--- src/rtl/opl_bus_sequencer.sv ---
// Two-requester arbitrated OPL2 write sequencer driving jtopl2 wr_n/addr/din.
// Optional all-notes-off pass is built only when OPL_SILENCE_EN is defined.
module opl_bus_sequencer #(
  parameter int ADDR_WAIT = 12,
  parameter int DATA_WAIT = 200
) (
  input  logic        clk,
  input  logic        rst,
  input  logic        s0_valid,
  input  logic [15:0] s0_data,
  output logic        s0_ready,
  input  logic        s1_valid,
  input  logic [15:0] s1_data,
  output logic        s1_ready,
  input  logic        silence_req,
  output logic        silence_busy,
  output logic        busy,
  output logic        grant_id,
  output logic        opl_wr_n,
  output logic        opl_a0,
  output logic [7:0]  opl_din
);

  typedef enum logic [2:0] {
    IDLE      = 3'd0,
    ADDR_STB  = 3'd1,
    ADDR_HOLD = 3'd2,
    DATA_STB  = 3'd3,
    DATA_HOLD = 3'd4
  } state_t;

  state_t      state_q, state_d;
  logic [15:0] cnt_q, cnt_d;
  logic [7:0]  cur_r_q, cur_r_d, cur_v_q, cur_v_d;
  logic        last_q, last_d, grant_id_q, grant_id_d;
  logic        wr_n_q, wr_n_d, a0_q, a0_d, busy_q, busy_d;
  logic [7:0]  din_q, din_d;
  logic        grant_s, acc0_s, acc1_s, sil_active_s;
  logic [7:0]  sil_reg_s;

`ifdef OPL_SILENCE_EN
  logic       pend_q, pend_d, run_q, run_d, sil_busy_q;
  logic [3:0] idx_q, idx_d;

  assign sil_active_s = pend_q | run_q;
  assign sil_reg_s    = (idx_q == 4'd9) ? 8'hBD : (8'hB0 | {4'h0, idx_q});
  assign silence_busy = sil_busy_q;

  // Silence request latch and write index; a pass ends after the 0xBD write returns to IDLE.
  always_comb begin
    pend_d = pend_q;
    run_d  = run_q;
    idx_d  = idx_q;
    if (silence_req && !sil_active_s) begin
      pend_d = 1'b1;
    end else if (state_q == IDLE && pend_q) begin
      pend_d = 1'b0;
      run_d  = 1'b1;
      idx_d  = 4'd0;
    end else if (run_q && state_q == DATA_HOLD && cnt_q == 16'd0) begin
      if (idx_q == 4'd9) begin
        run_d = 1'b0;
        idx_d = 4'd0;
      end else begin
        idx_d = idx_q + 4'd1;
      end
    end else begin
      idx_d = idx_q;
    end
  end

  // Silence state registers.
  always_ff @(posedge clk) begin
    if (rst) begin
      pend_q     <= 1'b0;
      run_q      <= 1'b0;
      idx_q      <= 4'd0;
      sil_busy_q <= 1'b0;
    end else begin
      pend_q     <= pend_d;
      run_q      <= run_d;
      idx_q      <= idx_d;
      sil_busy_q <= pend_d | run_d;
    end
  end
`else
  logic unused_silence_req_s;

  assign unused_silence_req_s = silence_req;
  assign sil_active_s         = 1'b0;
  assign sil_reg_s            = 8'h00;
  assign silence_busy         = 1'b0;
`endif

  // Round-robin: a lone requester wins, a tie goes to the one that did not win last.
  always_comb begin
    if (s0_valid && !s1_valid) begin
      grant_s = 1'b0;
    end else if (s1_valid && !s0_valid) begin
      grant_s = 1'b1;
    end else begin
      grant_s = ~last_q;
    end
  end

  assign s0_ready = !rst && (state_q == IDLE) && !grant_s && !sil_active_s;
  assign s1_ready = !rst && (state_q == IDLE) &&  grant_s && !sil_active_s;
  assign acc0_s   = s0_valid & s0_ready;
  assign acc1_s   = s1_valid & s1_ready;

  // Next state; pin values are computed for the state being entered so they leave flops.
  always_comb begin
    state_d    = state_q;
    cnt_d      = cnt_q;
    cur_r_d    = cur_r_q;
    cur_v_d    = cur_v_q;
    last_d     = last_q;
    grant_id_d = grant_id_q;
    wr_n_d     = wr_n_q;
    a0_d       = a0_q;
    din_d      = din_q;
    case (state_q)
      IDLE: begin
        if (sil_active_s) begin
          cur_r_d = sil_reg_s;
          cur_v_d = 8'h00;
          state_d = ADDR_STB;
          wr_n_d  = 1'b0;
          a0_d    = 1'b0;
          din_d   = sil_reg_s;
        end else if (acc0_s || acc1_s) begin
          cur_r_d    = acc1_s ? s1_data[15:8] : s0_data[15:8];
          cur_v_d    = acc1_s ? s1_data[7:0]  : s0_data[7:0];
          grant_id_d = acc1_s;
          last_d     = acc1_s;
          state_d    = ADDR_STB;
          wr_n_d     = 1'b0;
          a0_d       = 1'b0;
          din_d      = acc1_s ? s1_data[15:8] : s0_data[15:8];
        end else begin
          state_d = IDLE;
        end
      end
      ADDR_STB: begin
        cnt_d   = 16'(ADDR_WAIT - 1);
        state_d = ADDR_HOLD;
        wr_n_d  = 1'b1;
      end
      ADDR_HOLD: begin
        if (cnt_q == 16'd0) begin
          state_d = DATA_STB;
          wr_n_d  = 1'b0;
          a0_d    = 1'b1;
          din_d   = cur_v_q;
        end else begin
          cnt_d = cnt_q - 16'd1;
        end
      end
      DATA_STB: begin
        cnt_d   = 16'(DATA_WAIT - 1);
        state_d = DATA_HOLD;
        wr_n_d  = 1'b1;
      end
      DATA_HOLD: begin
        if (cnt_q == 16'd0) begin
          state_d = IDLE;
        end else begin
          cnt_d = cnt_q - 16'd1;
        end
      end
      default: begin
        state_d = IDLE;
        wr_n_d  = 1'b1;
      end
    endcase
    busy_d = (state_d != IDLE);
  end

  // Sequencer state and registered pin outputs.
  always_ff @(posedge clk) begin
    if (rst) begin
      state_q    <= IDLE;
      cnt_q      <= 16'd0;
      cur_r_q    <= 8'h00;
      cur_v_q    <= 8'h00;
      last_q     <= 1'b1;
      grant_id_q <= 1'b0;
      wr_n_q     <= 1'b1;
      a0_q       <= 1'b0;
      din_q      <= 8'h00;
      busy_q     <= 1'b0;
    end else begin
      state_q    <= state_d;
      cnt_q      <= cnt_d;
      cur_r_q    <= cur_r_d;
      cur_v_q    <= cur_v_d;
      last_q     <= last_d;
      grant_id_q <= grant_id_d;
      wr_n_q     <= wr_n_d;
      a0_q       <= a0_d;
      din_q      <= din_d;
      busy_q     <= busy_d;
    end
  end

  assign busy     = busy_q;
  assign grant_id = grant_id_q;
  assign opl_wr_n = wr_n_q;
  assign opl_a0   = a0_q;
  assign opl_din  = din_q;

endmodule

--- config.mk ---
export PLATFORM = sky130hd
export DESIGN_NAME = opl_bus_sequencer
export DESIGN_NICKNAME = d
export VERILOG_FILES = /design/src/rtl/opl_bus_sequencer.sv
export SDC_FILE = /design/constraint.sdc
export NUM_CORES = 1
export LEC_CHECK = 0
export CAP_MARGIN = 20
export CORE_UTILIZATION = 45
export CTS_BUF_LIST = sky130_fd_sc_hd__clkbuf_4
export DETAILED_ROUTE_END_ITERATION = 8
export DONT_BUFFER_PORTS = 1
export GPL_TIMING_DRIVEN = 0
export PLACE_DENSITY_LB_ADDON = 0.3
export SLEW_MARGIN = 20
export SYNTH_ARGS = -nofsm -noshare
export SYNTH_HDL_FRONTEND = slang
export SYNTH_SLANG_ARGS = --single-unit
--- constraint.sdc ---
create_clock -name clk -period 4.7 [get_ports clk]
set_input_delay 0.94 -clock clk [delete_from_list [all_inputs] [get_ports clk]]
set_output_delay 0.94 -clock clk [all_outputs]
set_load 0.02 [all_outputs]
==> results.toml <==
[layout]
fin_nets = 309
antennaDiodeCount = 0
syn2layout_area_growth_pct = 6.69
seqCellArea_um2 = 801
final_cell_mix = "40 x dfxtp_1, 29 x nand2_1, 28 x nor2_1"
final_common_cell = "dfxtp_1"
fin_area_um2 = 2310
multiInputGateArea_um2 = 1290
drive_gt1_share_pct = 5.88
fillers = 437

[grt]
grt_pass1_wl_mm = 8.44
grt_start_max_net_pins = 14
grt_antenna_before_repair = 0
gr-total-overflow = 0
grt_pass1_vias = 1906
grtUsageTotal_pct = 21.2

[pwr]
ir_worst_vdd_mv = 0.275
leakage_nw = 0.907
powerDensity_nw_per_um2 = 648
power_mw = 1.50

[timing]
finClkSkew_ns = 0.0139
report.final.slew_viol_count = 0
finalSetupViolations = 0
worst_slew_pin_slew_ns = 0.611
fmax_ghz = 0.299
hold_viol_final = 0
fin_crit_ns = 3.34
rsz0062_at_grt = "false"
tns_ns = 0
slew_headroom_pct = 59.2
fin_crit_sh_pct = 71.1

[worst_setup_path]
end_kind = "output pin"
r2r_slack_ns = 2.45
crit_chain = "clkbuf_1 -> nor4_1 -> clkbuf_1 -> nor2b_1"
slowest_stage = "nor2b_1"
crit_required_ns = 3.76
crit_fanout = 10
reg2reg_depth = 8
r2r_start = "cnt_q[0]$_SDFFE_PP0P_"
cp_num_buf_inv = 2
cp_top_family = "simple AND/OR/NAND/NOR gates"
slowest_delay_ns = 0.43
worst-path-stages = 4
startpoint_type = "primary input"
path_class = "in -> out"
r2r_end = "opl_din[2]$_SDFFE_PP0P_"
critPathArrivalTime_ns = 2.40
critPathLaunch = "rst"
cp_common_cell = "clkbuf_1"

[synthesis]
synth_mux_area_share_pct = 7.85
netlist_instances = 264
synth_fa_ha_area_share_pct = 1.04
synth.avg_cell_area_um2 = 8.21
synth_xor_xnor_area_share_pct = 3.23
synth_compound_area_share_pct = 19.0
synth_top_family_by_area = "simple AND/OR/NAND/NOR gates"
async_flop_share_pct = 0
netlist_area_um2 = 2170
yosysSeqAreaShare_pct = 36.9
synthFlopType = "dfxtp_1"
synth-simple-area-share_pct = 28.0
ys_ff_latch = 40
ys_types = 45
syn_nets = 302
synth_edf_count = 0
yosysWarnings = 0

[floorplanning]
rows = 24
start_util_pct = 48.1
dieArea_um2 = 5100
core_area_um2 = 4500
die_w_um = 71.4
die_h_um = 71.4
io_pins = 52

[cts]
insertion_delay_ns = 0.36
cts_tree = "built"
cts_setup_buffers = 0
post_cts_resized = 0
path_clk_slew_ns = 0.13
cts_buffer_depth = 2
clock_sinks = 40
htreeDepth = 2
cts_hold_buffers = 0
cts_buffers = 5
clock_tree.root_cell = "clkbuf_4"

[outcome]
status = "completed"

[routing]
routed_via_density = 5.90
drtPass1Iterations = 4
ant_nets = 0
drc = 0
num_vias = 1911
dr.first_iter.drc_count = 147
wirelength_mm = 4.90
wl_per_cell_um = 15.1

[place]
routabilityCongestion = 0.777
dpl.hpwl_mm = 3.61
numPortBuffers = 0
dpl-instance-area_um2 = 2230

[min_path]
hp-class = "reg -> reg"
min_to = "cur_v_q[2]$_SDFFE_PP0P_"
hp-start = "cur_v_q[2]$_SDFFE_PP0P_"
min_path_cells = 2

[run]
maxCapViolations = 0
[power by group]
part	internal (mW)	switching [mW]
clock	0.111	0.120
sequential	0.436	0.124
combinational	0.282	0.427
[worst max path at each step]
stage	to
2_1_floorplan	s1_ready
3_3_place_gp	s1_ready
3_5_place_dp	s1_ready
4_1_cts	s1_ready
5_1_grt	s1_ready
6_report	s1_ready
[stage by stage]
stage	worst slack (ns)	util, %	std cells	hold slack, ns
after detailed placement	1.38	49.6	316	0.454
final	1.36	51.4	324	0.479
after CTS	1.38	51.4	324	0.482
after global routing	1.30	51.4	324	0.511
after global placement	1.40	49.6	316	0.447
after floorplan	1.70	-	264	0.426
[Yosys cell counts, types with 5 or more instances]
cell	number	area share, %
clkbuf_1	11	1.9
nor2b_1	5	1.4
a21oi_1	12	2.8
dfxtp_1	40	37
o21ai_0	11	2.5
xor2_1	5	2.0
nor3_1	10	2.3
nand3_1	13	3.0
nor2_1	28	4.8
mux2i_1	17	7.8
nand2_1	29	5.0
inv_1	6	1.0
nand2b_1	11	3.2
a311o_1	9	4.2
[worst reg2reg max path, delay by kind of cell, from the launching register on]
kind                     cells  cell delay [ns]
AO/OA/AOI/OAI                1             0.26
adder cells (fa/ha/maj)      1             0.21
buffers and inverters        2             0.28
flip-flops                   1             0.36
multiplexers                 1             0.21
AND/OR/NAND/NOR              3             0.87
[sequential cells by signal (all words and copies together), names as in the netlist]
| name | count |
|---|---|
| opl_a0 | 1 |
| state_q | 3 |
| cur_v_q | 8 |
| opl_din | 8 |
| opl_wr_n | 1 |
| grant_id | 1 |
| cnt_q | 16 |
| busy | 1 |
| last_q | 1 |
[kinds of logic after synthesis]
| family | Yosys count |
|---|---|
| muxes | 17 |
| and+or+nand+nor | 118 |
| AOI/OAI and AO/OA | 58 |
| adders and majority gates | 2 |
| xor gates and xnor gates | 8 |
| other | 1 |
| buffers and inverters | 20 |
| DFF | 40 |
[metal layers]
metal  up-vias  share of wire [%]  GRT usage (%)
li1        962                  -              -
met1       871                 44           25.4
met2        67                 48           35.6
met3        11                6.4           5.49
met4         0                1.9           9.78
met5         -                  0              0
[layout make-up]
type	count	share of cell area, %
multi-input cells	204	55.6
flip-flops and latches	40	34.6
well taps	52	2.81
plain buffers	14	2.54
clock inverters	3	1.84
clock buffers	5	1.62
inverters	6	0.973
Note: power is estimated with default switching activity, not from simulation.
